**src/rtl/hs_delay_pipe.sv**
```systemverilog
// Chain of STAGES matched-delay handshake slots between a req/ack input port and a req/ack output port.
// Define HS_DELAY_PIPE_TWO_PHASE_EN for 2-phase (transition) signalling on both ports; the default is 4-phase.
module hs_delay_pipe #(
  parameter int STAGES = 2,
  parameter int DELAY  = 25,
  parameter int DATA_W = 32
) (
  input  logic                          clk_i,
  input  logic                          rst_i,
  input  logic                          req_in_i,
  input  logic [DATA_W-1:0]             data_in_i,
  output logic                          ack_in_o,
  output logic                          req_out_o,
  output logic [DATA_W-1:0]             data_out_o,
  input  logic                          ack_out_i,
  output logic [$clog2(STAGES+1)-1:0]   occupancy_o
);

  localparam int CNT_W = (DELAY > 0) ? $clog2(DELAY + 1) : 1;
  localparam int OCC_W = $clog2(STAGES + 1);
  localparam int LAST  = STAGES - 1;

  typedef enum logic [1:0] {SLOT_EMPTY, SLOT_BUSY, SLOT_FULL} slot_e;
`ifdef HS_DELAY_PIPE_TWO_PHASE_EN
  typedef enum logic {OUT_IDLE, OUT_REQ} out_state_e;
`else
  typedef enum logic {IN_IDLE, IN_ACK} in_state_e;
  typedef enum logic [1:0] {OUT_IDLE, OUT_REQ, OUT_RTZ} out_state_e;
`endif

  slot_e             slot_q   [STAGES];
  slot_e             slot_d   [STAGES];
  logic [CNT_W-1:0]  cnt_q    [STAGES];
  logic [CNT_W-1:0]  cnt_d    [STAGES];
  logic [DATA_W-1:0] data_q   [STAGES];
  logic [DATA_W-1:0] data_d   [STAGES];
  logic [DATA_W-1:0] src_data [STAGES];

  logic [STAGES-1:0] hop;   // slot k empties this edge (transfer onward or output release)
  logic [STAGES-1:0] load;  // slot k loads this edge

  logic              ack_in_q,   ack_in_d;
  logic              req_out_q,  req_out_d;
  logic [DATA_W-1:0] data_out_q, data_out_d;
  logic [OCC_W-1:0]  occ_q,      occ_d;
  out_state_e        out_q,      out_d;
`ifndef HS_DELAY_PIPE_TWO_PHASE_EN
  in_state_e         in_q,       in_d;
`endif

  logic capture;
  logic free_last;

  // Input port: capture into slot 0 only when it is empty at the start of the cycle.
  // NOTE: every signal written in an always_comb gets a default first, so no path can infer a latch.
  always_comb begin
    capture  = 1'b0;
    ack_in_d = ack_in_q;
`ifdef HS_DELAY_PIPE_TWO_PHASE_EN
    if ((req_in_i != ack_in_q) && (slot_q[0] == SLOT_EMPTY)) begin
      capture  = 1'b1;
      ack_in_d = ~ack_in_q;
    end
`else
    in_d = in_q;
    case (in_q)
      IN_IDLE: if (req_in_i && (slot_q[0] == SLOT_EMPTY)) begin
        capture  = 1'b1;
        ack_in_d = 1'b1;
        in_d     = IN_ACK;
      end
      IN_ACK: if (!req_in_i) begin
        ack_in_d = 1'b0;
        in_d     = IN_IDLE;
      end
      default: in_d = IN_IDLE;
    endcase
`endif
  end

  // Output port: present the last slot, free it once the downstream completes the handshake.
  always_comb begin
    free_last  = 1'b0;
    out_d      = out_q;
    req_out_d  = req_out_q;
    data_out_d = data_out_q;
    case (out_q)
      OUT_IDLE: if (slot_q[LAST] == SLOT_FULL) begin
        data_out_d = data_q[LAST];
`ifdef HS_DELAY_PIPE_TWO_PHASE_EN
        req_out_d  = ~req_out_q;
`else
        req_out_d  = 1'b1;
`endif
        out_d      = OUT_REQ;
      end
`ifdef HS_DELAY_PIPE_TWO_PHASE_EN
      OUT_REQ: if (ack_out_i == req_out_q) begin
        free_last = 1'b1;
        out_d     = OUT_IDLE;
      end
`else
      OUT_REQ: if (ack_out_i) begin
        req_out_d = 1'b0;
        free_last = 1'b1;
        out_d     = OUT_RTZ;
      end
      OUT_RTZ: if (!ack_out_i) out_d = OUT_IDLE;
`endif
      default: out_d = OUT_IDLE;
    endcase
  end

  // Slot chain: all decisions use start-of-cycle state, so a slot freed this edge cannot also load.
  always_comb begin
    hop         = '0;
    load        = '0;
    src_data[0] = data_in_i;
    load[0]     = capture;
    hop[LAST]   = free_last;
    for (int k = 0; k < STAGES - 1; k++) begin
      hop[k]          = (slot_q[k] == SLOT_FULL) && (slot_q[k+1] == SLOT_EMPTY);
      load[k+1]       = hop[k];
      src_data[k+1]   = data_q[k];
    end

    occ_d = '0;
    for (int k = 0; k < STAGES; k++) begin
      slot_d[k] = slot_q[k];
      cnt_d[k]  = cnt_q[k];
      data_d[k] = data_q[k];
      if (hop[k]) begin
        slot_d[k] = SLOT_EMPTY;
      end else if (load[k]) begin
        cnt_d[k]  = CNT_W'(DELAY);
        data_d[k] = src_data[k];
        slot_d[k] = (DELAY > 0) ? SLOT_BUSY : SLOT_FULL;
      end else if (slot_q[k] == SLOT_BUSY) begin
        cnt_d[k] = cnt_q[k] - CNT_W'(1);
        if (cnt_q[k] == CNT_W'(1)) slot_d[k] = SLOT_FULL;
      end
      if (slot_d[k] != SLOT_EMPTY) occ_d = occ_d + OCC_W'(1);
    end
  end

  // NOTE: state registers use non-blocking assignments so every flop samples the same pre-edge values.
  always_ff @(posedge clk_i) begin
    if (rst_i) begin
      ack_in_q   <= 1'b0;
      req_out_q  <= 1'b0;
      data_out_q <= '0;
      occ_q      <= '0;
      out_q      <= OUT_IDLE;
`ifndef HS_DELAY_PIPE_TWO_PHASE_EN
      in_q       <= IN_IDLE;
`endif
      for (int k = 0; k < STAGES; k++) begin
        slot_q[k] <= SLOT_EMPTY;
        cnt_q[k]  <= '0;
      end
    end else begin
      ack_in_q   <= ack_in_d;
      req_out_q  <= req_out_d;
      data_out_q <= data_out_d;
      occ_q      <= occ_d;
      out_q      <= out_d;
`ifndef HS_DELAY_PIPE_TWO_PHASE_EN
      in_q       <= in_d;
`endif
      for (int k = 0; k < STAGES; k++) begin
        slot_q[k] <= slot_d[k];
        cnt_q[k]  <= cnt_d[k];
      end
    end
  end

  // NOTE: slot data registers carry no reset; a slot's data is only read after a load while its state is non-EMPTY.
  always_ff @(posedge clk_i) begin
    for (int k = 0; k < STAGES; k++) data_q[k] <= data_d[k];
  end

  assign ack_in_o    = ack_in_q;
  assign req_out_o   = req_out_q;
  assign data_out_o  = data_out_q;
  assign occupancy_o = occ_q;

endmodule

```
**config.mk**
```make
export PLATFORM = sky130hd
export DESIGN_NAME = hs_delay_pipe
export DESIGN_NICKNAME = d
export VERILOG_FILES = /design/src/rtl/hs_delay_pipe.sv
export SDC_FILE = /design/constraint.sdc
export NUM_CORES = 1
export LEC_CHECK = 0
export CORE_MARGIN = 2
export CORE_UTILIZATION = 52
export DETAILED_ROUTE_END_ITERATION = 10
export HOLD_SLACK_MARGIN = 0.1
export PLACE_DENSITY = 0.79
export SLEW_MARGIN = 30
export SYNTH_ARGS = -nofsm -noshare
export SYNTH_HDL_FRONTEND = slang
export SYNTH_SLANG_ARGS = --single-unit
```
**constraint.sdc**
```tcl
create_clock -name clk_i -period 4.4 [get_ports clk_i]
set_clock_uncertainty 0.1 [all_clocks]
set_input_delay 1.32 -clock clk_i [delete_from_list [all_inputs] [get_ports clk_i]]
set_output_delay 1.32 -clock clk_i [all_outputs]
set_load 0.05 [all_outputs]
```
==> results of run 1 <==
worst paths after layout:
check,endpoint
hold reg to reg,data_q[0][38]$_DFFE_PP_
setup / recovery,data_out_o[16]
hold / removal,data_q[0][38]$_DFFE_PP_
setup reg to reg,data_q[0][41]$_DFFE_PP_
per-layer routing:
metal	wire length, um	share of wire, %	vias to the layer above
met3	545	6.8	14
met1	3270	41	1290
li1	-	-	1313
met2	4080	51	104
met4	125	1.6	0
met5	0	0	-
where the power goes:
group	switching [W]	total (W)	internal [W]
logic	0.0000631	0.000119	0.0000556
clock network	0.000491	0.00136	0.000865
registers	0.0000197	0.00122	0.00120
synthesized netlist by cell type (2+ instances only):
library cell | instances | area share (%)
and3_1 | 3 | 0.46
nor2_1 | 18 | 1.7
clkbuf_1 | 15 | 1.4
nand2_1 | 69 | 6.3
nor3b_1 | 2 | 0.37
nand3b_1 | 2 | 0.37
a21oi_1 | 42 | 5.2
ha_1 | 4 | 1.2
a211oi_1 | 3 | 0.55
nand2b_1 | 4 | 0.61
nor3_1 | 6 | 0.74
inv_1 | 9 | 0.83
o21ai_0 | 7 | 0.86
nor4_1 | 2 | 0.31
edfxtp_1 | 64 | 47
dfxtp_1 | 53 | 26
nor2b_1 | 2 | 0.31
flip-flops by register name, summed over array words and instances, names as in the netlist:
signal,flops
ack_in_o,1
cnt_q,10
data_out_o,32
data_q,64
in_q,1
occupancy_o,2
out_q,2
req_out_o,1
slot_q,4
cell usage in the layout, fill, tap and decap left out, types with 5 or more instances in the layout:
master and count:
inv_6 5, o21ai_0 7, clkbuf_16 16, clkdlybuf4s50_1 70, dfxtp_1 53, nand2_1 69
a21oi_1 42, inv_1 9, edfxtp_1 64, nor3_1 6, nor2_1 17
layout make-up:
| cell class | count | area [um^2] |
|---|---|---|
| fill | 459 | 2180 |
| inverter | 9 | 33.8 |
| timing repair buffer | 74 | 728 |
| sequential | 117 | 2980 |
| multi-input combinational | 187 | 1000 |
| clock inverter | 15 | 176 |
| tap | 102 | 128 |
| clock buffer | 17 | 414 |
per-stage QoR:
step	util (%)	setup WS (ns)	power [W]	cells	cell area, um^2
finish	71.4	1.27	0.00269	521	5460
global route	71.4	1.22	0.00278	521	5460
CTS	71.4	1.25	0.00271	521	5460
detailed placement	63.7	1.12	0.00136	489	4870
global placement	63.7	1.19	0.00135	489	4870
floorplan	-	0.913	0.00130	330	4080
kinds of logic after synthesis:
kind of cell / count (synthesis) / synth area share [%]
fa+ha+maj: 4 / 1.23
xor+xnor: 1 / 0.215
simple gates: 118 / 13.6
mux: 1 / 0.245
flops: 117 / 73.1
compound gates: 63 / 9.02
buf+inv: 26 / 2.61
==> run_results.csv, run 1 <==
group,metric,value,unit
run_status,outcome,"complete, no violations",
job,maxCapViolCount,0,
routing,vias_per_cell,5.22,
global_routing,grt_pass1_wl,13000,um
global_routing,grt_max_degree,34,
routing,firstDrtPassIters,4,
routing,vias,2721,
global_routing,gr-usage-met3,7.16,%
routing,drt-total-wl,8020,um
sta,period_share,71.1,%
hold_path,hold_start,"data_q[0][6]$_DFFE_PP_",
cts,htree_levels,4,
sta,finalWorstPathRequiredPeriod,3.13,ns
cts,clk_path_buf_depth,2,
routing,drtIter0Drc,179,
place,dp.final_hpwl,4730,um
synth,yosysWarnings,0,
setup_path,worstPathRequired,2.98,ns
global_routing,grt_util_met2,32.5,%
setup_path,r2r_start,"slot_q[0][1]$_SDFF_PP0_",
die,core_area,0.00765,mm^2
hold_path,hold_path_class,"register to register",
setup_path,cp.depth,1,
global_routing,use_met1,25.1,%
synth,synthFlopType,"edfxtp_1",
setup_path,cp-start-kind,"register",
die,rows,32,
synth,synth_seq_area_share,73.1,%
sta,worst_pin_slew,0.912,ns
setup_path,max_stage_delay,0.83,ns
synth,synth.distinct_cells,42,
sta,slew_headroom,39.1,%
routing,wl_per_cell,15.4,um
die,die_w,92.6,um
cts,clock_latency,0.51,ns
global_routing,grt_pass1_vias,2691,
sta,setup_viol_count_final,0,
place,place_congestion,0.927,
sta,fin_tns_setup,0,ns
die,die_area,0.00857,mm^2
sta,rsz0062_at_grt,"false",
cts,cts_tree,"built",
setup_path,end_kind,"output pin",
cts,post-cts-setup-buffer-count,0,
routing,drc,0,
setup_path,cp_slowest_cell,"clkdlybuf4s50_1",
cts,cts_resized,0,
global_routing,track_usage,20.5,%
synth,synthCells,330,
finish,num-nets-final,446,
place,io_buffers,71,
setup_path,crit_chain,"clkdlybuf4s50_1",
pwr,peakVddDrop,408,uV
synth,synth-edff-count,64,
global_routing,antenna_found_initial,0,
setup_path,critPathKind,"register to output pin",
setup_path,startpoint,"data_out_o[16]$_SDFFE_PP0P_",
hold_path,min_path_cells,0,
finish,syn_to_final_growth,33.9,%
synth,avgSynthCellArea,12.4,um^2
pwr,leakagePower,1.87,nW
die,die_h,92.6,um
synth,syn_nets,370,
global_routing,overflow,0,
die,start_util,53.4,%
cts,root_buffer,"clkbuf_8",
setup_path,path_max_fanout,2,
setup_path,r2r_cells,2,
synth,synthArstFlopShare,0,%
setup_path,worst_path_dominant_cell_family,"buffers and inverters",
global_routing,grt_busiest_layer,"met2",
sta,hold_viol_final,0,
cts,cts.clk_slew.worst_paths,0.06,ns
sta,whs,0.315,ns
sta,slew_violations,0,
setup_path,path_buf_inv,1,
setup_path,r2r_slack,2.06,ns
synth,synth_seq_cells,117,
sta,fmaxAchievable,320,MHz
cts,ctsHoldBuffers,0,
setup_path,crit_arrival,1.71,ns
finish,drive_gt1_share,10.5,%
finish,n_antenna_cell,0,
cts,cts_buffers,17,
synth,synth_area,0.00408,mm^2
die,ioPinCount,72,
pwr,power.density,493,mW/mm^2
routing,ant_nets,0,
cts,clock_sinks,117,
Note: power is estimated with default switching activity, not from simulation.
==> inputs of run 2 (changes only) <==
Settings changed: CORE_UTILIZATION 52 to 47, PLACE_DENSITY 0.79 to 0.75.
Clock period 4.4 ns to 2.6 ns, I/O delays scaled along.
==> run 2 against run 1 <==
  * Clock power grew 77%
  * Non-clock buffer count grew 4
  * Sequential cell count did not move
  * Critical path type unchanged
  * Critical endpoint is now data_out_o[17]
  * Largest cell class unchanged
==> run_results.csv, run 2 (synthesized netlist as in run 1, its figures left out) <==
group,metric,value,unit
setup_path,worstReg2RegEnd,"data_q[0][49]$_DFFE_PP_",
routing,vias_per_cell,5.17,
routing,ant_nets,0,
setup_path,critPathKind,"register to output pin",
hold_path,min_path_cells,0,
finish,top_register,"data_q",
setup_path,crit_chain,"clkdlybuf4s50_1",
finish,nFillCells,584,
global_routing,grt_max_degree,34,
routing,vias,2728,
routing,firstDrtPassIters,4,
setup_path,r2r_start,"slot_q[0][1]$_SDFF_PP0_",
job,maxCapViolCount,0,
sta,fin_ws,0.0359,ns
cts,clk_path_buf_depth,2,
sta,worst_pin_slew,0.525,ns
sta,setup_viol_count_final,0,
global_routing,grt_pass1_wl,13000,um
place,place_congestion,0.798,
routing,drt-total-wl,7820,um
setup_path,worstPathRequired,1.72,ns
setup_path,crit_arrival,1.68,ns
sta,fmaxAchievable,390,MHz
cts,cts_buffers,17,
global_routing,track_usage,17.8,%
hold_path,hold_start,"data_q[0][6]$_DFFE_PP_",
routing,drtIter0Drc,139,
finish,n_antenna_cell,0,
place,dp.final_hpwl,4880,um
pwr,p_clk_share,51.5,%
global_routing,antenna_found_initial,0,
cts,cts.clk_slew.worst_paths,0.05,ns
setup_path,r2r_cells,3,
setup_path,max_stage_delay,0.82,ns
finish,drive_gt1_share,11.1,%
hold_path,whs_endpoint,"data_q[0][38]$_DFFE_PP_",
pwr,internal-power,0.00379,W
routing,drc,0,
cts,clock_latency,0.50,ns
setup_path,path_buf_inv,1,
setup_path,path_max_fanout,2,
sta,slew_headroom,64.9,%
pwr,power.density,842,mW/mm^2
cts,root_buffer,"clkbuf_8",
pwr,swShare,19.2,%
global_routing,grt_pass1_vias,2784,
die,ioPinCount,72,
finish,layout_common_cells,"nand2_1, edfxtp_1, clkdlybuf4s50_1",
pwr,fin_total_pwr,0.00469,W
pwr,netSwitchingPower,0.000901,W
sta,fin_tns_setup,0,ns
die,start_util,49.2,%
die,die_h,97.2,um
cts,cts_tree,"built",
sta,rsz0062_at_grt,"false",
routing,wl_per_cell,14.8,um
setup_path,cp-start-kind,"register",
setup_path,r2r_slack,0.71,ns
die,die_w,97.2,um
setup_path,worst_path_dominant_cell_family,"buffers and inverters",
place,io_buffers,71,
pwr,combPwrFrac,4.5,%
setup_path,cp_slowest_cell,"clkdlybuf4s50_1",
die,die_area,0.00944,mm^2
global_routing,overflow,0,
finish,syn_to_final_growth,36.5,%
pwr,peakVddDrop,430,uV
cts,clock_sinks,117,
sta,hold_viol_final,0,
run_status,outcome,"complete, no violations",
place,place_ws,0.209,ns
setup_path,end_kind,"output pin",
sta,slew_violations,0,
pwr,leakagePower,2.04,nW
die,core_area,0.00830,mm^2
die,rows,33,
pwr,pwr-share-seq,44.0,%
finish,num-nets-final,450,
finish,final_common_cell,"nand2_1",
finish,largest_register_ffs,64,
cts,htree_levels,4,
sta,period_share,98.6,%
sta,finalWorstPathRequiredPeriod,2.56,ns
hold_path,hold_path_class,"register to register",
-- run 2: cell count changes in the layout (fill, tap and decap cells not counted), moves of 2 or more --
cell | previous run | this run
buf_12 | 0 | 2
buf_4 | 3 | 5
clkbuf_1 | 0 | 3
clkbuf_8 | 1 | 3
clkdlybuf4s50_1 | 70 | 63
clkinv_1 | 3 | 0
clkinv_2 | 0 | 4
clkinvlp_4 | 3 | 1
dlymetal6s2s_1 | 0 | 6
inv_6 | 5 | 0
-- run 2: worst max-delay path by stage --
stage,startpoint,end,depth (start not counted)
final,data_out_o[17]$_SDFFE_PP0P_,data_out_o[17],1
after global routing,data_out_o[17]$_SDFFE_PP0P_,data_out_o[17],1
after CTS,data_out_o[18]$_SDFFE_PP0P_,data_out_o[18],1
after detailed placement,ack_out_i,cnt_q[0][8]$_SDFFE_PP0P_,5
after global placement,req_in_i,data_q[0][27]$_DFFE_PP_,5
after floorplan,ack_out_i,data_q[0][32]$_DFFE_PP_,3
-- run 2: area by class of cell --
cell class | count | area (um^2) | area share [%]
inverter | 9 | 33.8 | 0.607
clock buffer | 23 | 478 | 8.58
tap | 105 | 131 | 2.36
clock inverter | 9 | 148 | 2.65
timing repair buffer | 78 | 797 | 14.3
multi-input combinational | 187 | 998 | 17.9
sequential | 117 | 2980 | 53.6
-- run 2: what timing repair did --
action                                 in CTS  in global routing
setup buffers                               0                  0
pin swaps                                   0                  0
setup endpoints to repair                   1                  6
endpoints found under the hold margin       0                  0
hold buffers                                0                  0
gates resized for setup                     1                  6
-- run 2: per-layer routing --
metal	wire length, um	vias to the layer above	track usage [%]
met3	529	13	7.91
met5	0	-	0
met1	3340	1309	20.9
met2	3850	89	29.4
li1	-	1317	-
met4	97	0	5.63
-- run 2: metrics by stage --
| stage | cell area, um^2 | instances | utilization, % | hold slack, ns |
|---|---|---|---|---|
| CTS | 5550 | 528 | 66.9 | 0.312 |
| detailed placement | 4930 | 496 | 59.4 | 0.305 |
| finish | 5570 | 528 | 67.1 | 0.312 |
| global route | 5570 | 528 | 67.1 | 0.323 |
| global placement | 4930 | 496 | 59.4 | 0.301 |
| floorplan | 4080 | 330 | - | 0.300 |
-- run 2: power by group through the flow --
stage	combinational, W	sequential, W	clock (W)
after detailed placement	0.000209	0.00210	0
after CTS	0.000210	0.00206	0.00245
after global routing	0.000233	0.00207	0.00254
after floorplan	0.000106	0.00210	0
after global placement	0.000201	0.00210	0
final	0.000210	0.00206	0.00241
==> inputs of run 3 (changes only) <==
Settings changed: CORE_MARGIN 2 to 3.
==> run 3 against run 2 <==
  * Design area decreased by 0.56%
  * Die area is 4.2% higher
  * Sequential share of layout area up 0.30 points
  * Via count shrank 1.1%
  * Register-to-register slack worse by 0.02 ns
  * Non-clock buffer count unchanged
  * Clock-buffer cell count fell by 5
  * Worst hold slack improved by 0.0037 ns
  * Core utilization down 0.71 points
  * Combinational power is essentially flat
  * Global-route usage shrank 0.15 points
==> run_results.csv, run 3 (synthesized netlist as in run 1, its figures left out) <==
group,metric,value,unit
run_status,outcome,"complete, no violations",
setup_path,cp-start-kind,"register",
cts,cts_buffers,17,
setup_path,end_kind,"output pin",
setup_path,crit_arrival,1.67,ns
pwr,peakVddDrop,698,uV
setup_path,critPathKind,"register to output pin",
routing,drtIter0Drc,177,
setup_path,max_stage_delay,0.81,ns
finish,final_area,0.00554,mm^2
job,maxCapViolCount,0,
finish,nFillCells,585,
global_routing,grt_max_degree,34,
routing,ant_nets,0,
routing,firstDrtPassIters,5,
global_routing,track_usage,17.6,%
finish,syn_to_final_growth,35.7,%
cts,ctsHoldBuffers,0,
cts,cts_tree,"built",
finish,regArea,0.00298,mm^2
setup_path,worst_path_dominant_cell_family,"buffers and inverters",
setup_path,r2r_slack,0.69,ns
cts,clk_path_buf_depth,2,
sta,slew_violations,0,
place,place_congestion,0.788,
cts,post-cts-setup-buffer-count,0,
setup_path,cp-endpoint,"data_out_o[13]",
hold_path,hold_path_class,"register to register",
cts,htree_levels,4,
finish,n_antenna_cell,0,
sta,rsz0062_at_grt,"false",
setup_path,path_max_fanout,2,
setup_path,r2r_cells,3,
sta,fin_tns_setup,0,ns
global_routing,antenna_found_initial,0,
finish,final_common_cell,"nand2_1",
place,place_inst,496,
setup_path,worstPathRequired,1.72,ns
finish,multi_input_area,998,um^2
sta,fmaxAchievable,392,MHz
global_routing,grt_pass1_wl,13200,um
pwr,power.density,824,mW/mm^2
setup_path,cp.depth,1,
routing,vias,2699,
sta,worst_pin_slew,0.525,ns
cts,clock_latency,0.51,ns
cts,clock_sinks,117,
routing,vias_per_cell,5.11,
setup_path,crit_chain,"clkdlybuf4s50_1",
routing,drt-total-wl,8030,um
die,rows,33,
setup_path,startpoint,"data_out_o[13]$_SDFFE_PP0P_",
die,die_w,99.2,um
setup_path,cp_slowest_cell,"clkdlybuf4s50_1",
finish,largest_register_ffs,64,
setup_path,r2r_start,"slot_q[0][1]$_SDFF_PP0_",
cts,root_buffer,"clkbuf_8",
setup_path,worstReg2RegEnd,"data_q[0][43]$_DFFE_PP_",
place,placed_cell_area,0.00493,mm^2
sta,setup_viol_count_final,0,
sta,finalWorstPathRequiredPeriod,2.55,ns
die,die_h,99.2,um
pwr,leakagePower,2.06,nW
finish,num-nets-final,450,
place,dp.final_hpwl,4970,um
finish,drive_gt1_share,11.6,%
global_routing,grt_pass1_vias,2814,
finish,fin_cells,528,
die,ioPinCount,72,
routing,wl_per_cell,15.2,um
finish,layout_common_cells,"nand2_1, edfxtp_1, clkdlybuf4s50_1",
finish,fin_util,66.4,%
setup_path,path_buf_inv,1,
die,start_util,48.9,%
die,die_area,0.00983,mm^2
finish,top_register,"data_q",
sta,period_share,98.1,%
sta,slew_headroom,64.9,%
global_routing,overflow,0,
routing,drc,0,
sta,hold_viol_final,0,
place,io_buffers,71,
die,core_area,0.00834,mm^2
cts,cts.clk_slew.worst_paths,0.05,ns
[run 3: changes by cell type in the layout (fill, tap and decap cells not counted)]
cell | before | now
clkdlybuf4s50_1 | 63 | 58
clkinv_4 | 0 | 5
dlygate4sd2_1 | 1 | 5
clkinv_2 | 4 | 1
clkbuf_1 | 3 | 1
clkbuf_8 | 3 | 1
clkinvlp_4 | 1 | 3
inv_6 | 0 | 2
bufinv_16 | 4 | 3
clkbuf_16 | 17 | 16
dlymetal6s2s_1 | 6 | 7
[run 3: how the worst min path moves through the flow]
stage	start	to	cells past startpoint
2_1_floorplan	data_q[0][0]$_DFFE_PP_	data_q[0][32]$_DFFE_PP_	0
3_3_place_gp	data_q[0][31]$_DFFE_PP_	data_q[0][63]$_DFFE_PP_	0
3_5_place_dp	data_q[0][7]$_DFFE_PP_	data_q[0][39]$_DFFE_PP_	0
4_1_cts	data_q[0][7]$_DFFE_PP_	data_q[0][39]$_DFFE_PP_	0
5_1_grt	data_q[0][5]$_DFFE_PP_	data_q[0][37]$_DFFE_PP_	0
6_report	data_q[0][22]$_DFFE_PP_	data_q[0][54]$_DFFE_PP_	0
[run 3: cell type report]
| class | count | share of cell area (%) |
|---|---|---|
| Clock buffer | 18 | 7.55 |
| Clock inverter | 14 | 3.23 |
| Inverter | 9 | 0.610 |
| Multi-Input combinational cell | 187 | 18.0 |
| Sequential cell | 117 | 53.9 |
| Tap cell | 105 | 2.37 |
| Timing Repair Buffer | 78 | 14.3 |
[run 3: where the power goes]
part	internal, W	leakage [nW]	total, W	switching [W]
clock	0.00147	0.282	0.00230	0.000828
combinational	0.000100	0.754	0.000208	0.000107
sequential	0.00203	1.02	0.00206	0.0000343
total	0.00360	2.06	0.00457	0.000969
[run 3: routing by layer]
metal | track usage (%) | vias up | wire [um]
met5 | 0 | - | 0
met4 | 6.72 | 0 | 65
met3 | 7.29 | 6 | 555
met2 | 29.1 | 105 | 4260
met1 | 20.7 | 1268 | 3150
li1 | - | 1320 | -
[run 3: per-stage QoR]
stage / hold WS [ns] / power, W / setup slack [ns]
floorplan: 0.300 / 0.00221 / 0.181
global placement: 0.300 / 0.00230 / 0.270
detailed placement: 0.305 / 0.00231 / 0.199
CTS: 0.316 / 0.00460 / 0.000407
global route: 0.323 / 0.00473 / 0.00344
finish: 0.316 / 0.00457 / 0.0503
[run 3: what timing repair did]
item / in CTS / in global routing
pin swaps: 0 / 0
endpoints found under the setup margin: 5 / 7
gates resized for setup: 5 / 7
==> patch: new RTL, settings of run 1 <==
Re-encode `out_state_e` (3 states) as one-hot, 3 bits wide.
--- a/src/rtl/hs_delay_pipe.sv
+++ b/src/rtl/hs_delay_pipe.sv
@@ -25,7 +25,7 @@
   typedef enum logic {OUT_IDLE, OUT_REQ} out_state_e;
 `else
   typedef enum logic {IN_IDLE, IN_ACK} in_state_e;
-  typedef enum logic [1:0] {OUT_IDLE, OUT_REQ, OUT_RTZ} out_state_e;
+  typedef enum logic [2:0] {OUT_IDLE = 3'b001, OUT_REQ = 3'b010, OUT_RTZ = 3'b100} out_state_e;
 `endif
 
   slot_e             slot_q   [STAGES];
Function: no difference found for any inputs over 10 cycles, from zero or initial values and one cycle with rst_i high; not proved beyond that.
==> patch against run 1 <==
Wire length is 3.8% lower. Global-route usage is 0.95 points lower. Cell area is 0.21% lower. Largest power group unchanged. Critical path depth stayed put. Die area is 1.1% higher. Largest cell class unchanged. First-iteration DRC count is 7.3% lower. Critical path type unchanged. Synthesized cell count is 0.61% higher. Total power hardly changed. Critical endpoint is now data_out_o[0]. Worst setup slack better by 0.024 ns. Area after synthesis is 1.2% higher. Worst hold slack worse by 0.0037 ns. Fmax is 0.79% higher. Sequential cell count is 1 higher. Core utilization is 0.89 points lower.
==> patch: results (changes against run 1) <==
Avg WL per Cell=14.87 um (-3.4%); GPL Wtd Cong=0.7911 (-15%); PwrDens=494.1 nW/um2 (+0.26%); post-synthesis sequential area ratio=72.75% (-0.36 points); met1 wire length=3.224 mm (-1.3%); mux share of post-synthesis cell area=0% (-0.25 points); Worst-Margin Slew=0.8686 ns (-0.04327 ns); placed cells=487 (-0.41%); total area of sequential cells=3003 um2 (+0.67%); worst setup margin=1.298 ns (+0.02447 ns); Clock Power=0.00132 W (-3%); drt initial violations=166 (-7.3%); Lkg Pwr=1.827 nW (-2.4%); share of cells above drive strength 1=8.153% (-2.3 points); met1 GRT Util=22.82% (-2.3 points); Netlist cell types=41 (-2.4%); Adder-Cell Fraction of Synth Area=1.212% (-0.014 points); Internal Pwr Total=0.002150 W (+1.5%); Synth area leaders=edfxtp_1, dfxtp_1, nand2_1, a21oi_1, ha_1; Tot GR Track Use=19.56% (-0.95 points); status=finished, final reports clean; compound-gate portion of the synthesized area=7.911% (-1.1 points); Fillers=519 (+13%); Worst EP arrival=1.68 ns (-0.03 ns); pre-CTS WS=0.9712 ns (-0.1465 ns)
## patch: cell types whose count changed after synthesis, sizes merged, moves of 4 or more
cell / delta
clkbuf: -7
nor2: -6
nor4b: +4
nor3: -4
buf: +8
nor4: +5
## patch: area by class of cell
class | instances | share of cell area (%)
Timing Repair Buffer | 71 | 12.99
Multi-Input combinational cell | 187 | 18.45
Sequential cell | 118 | 55.08
Clock inverter | 10 | 2.387
Tap cell | 102 | 2.341
Clock buffer | 22 | 8.125
Inverter | 9 | 0.6197
## patch: worst paths after layout
path	to	cells past startpoint	from
worst min register to register	data_q[0][47]$_DFFE_PP_	0	data_q[0][15]$_DFFE_PP_
worst min-delay path	data_q[0][47]$_DFFE_PP_	0	data_q[0][15]$_DFFE_PP_
worst max-delay path	data_out_o[0]	1	data_out_o[0]$_SDFFE_PP0P_
worst max register to register	data_q[0][56]$_DFFE_PP_	3	slot_q[0][3]$_SDFF_PP0_
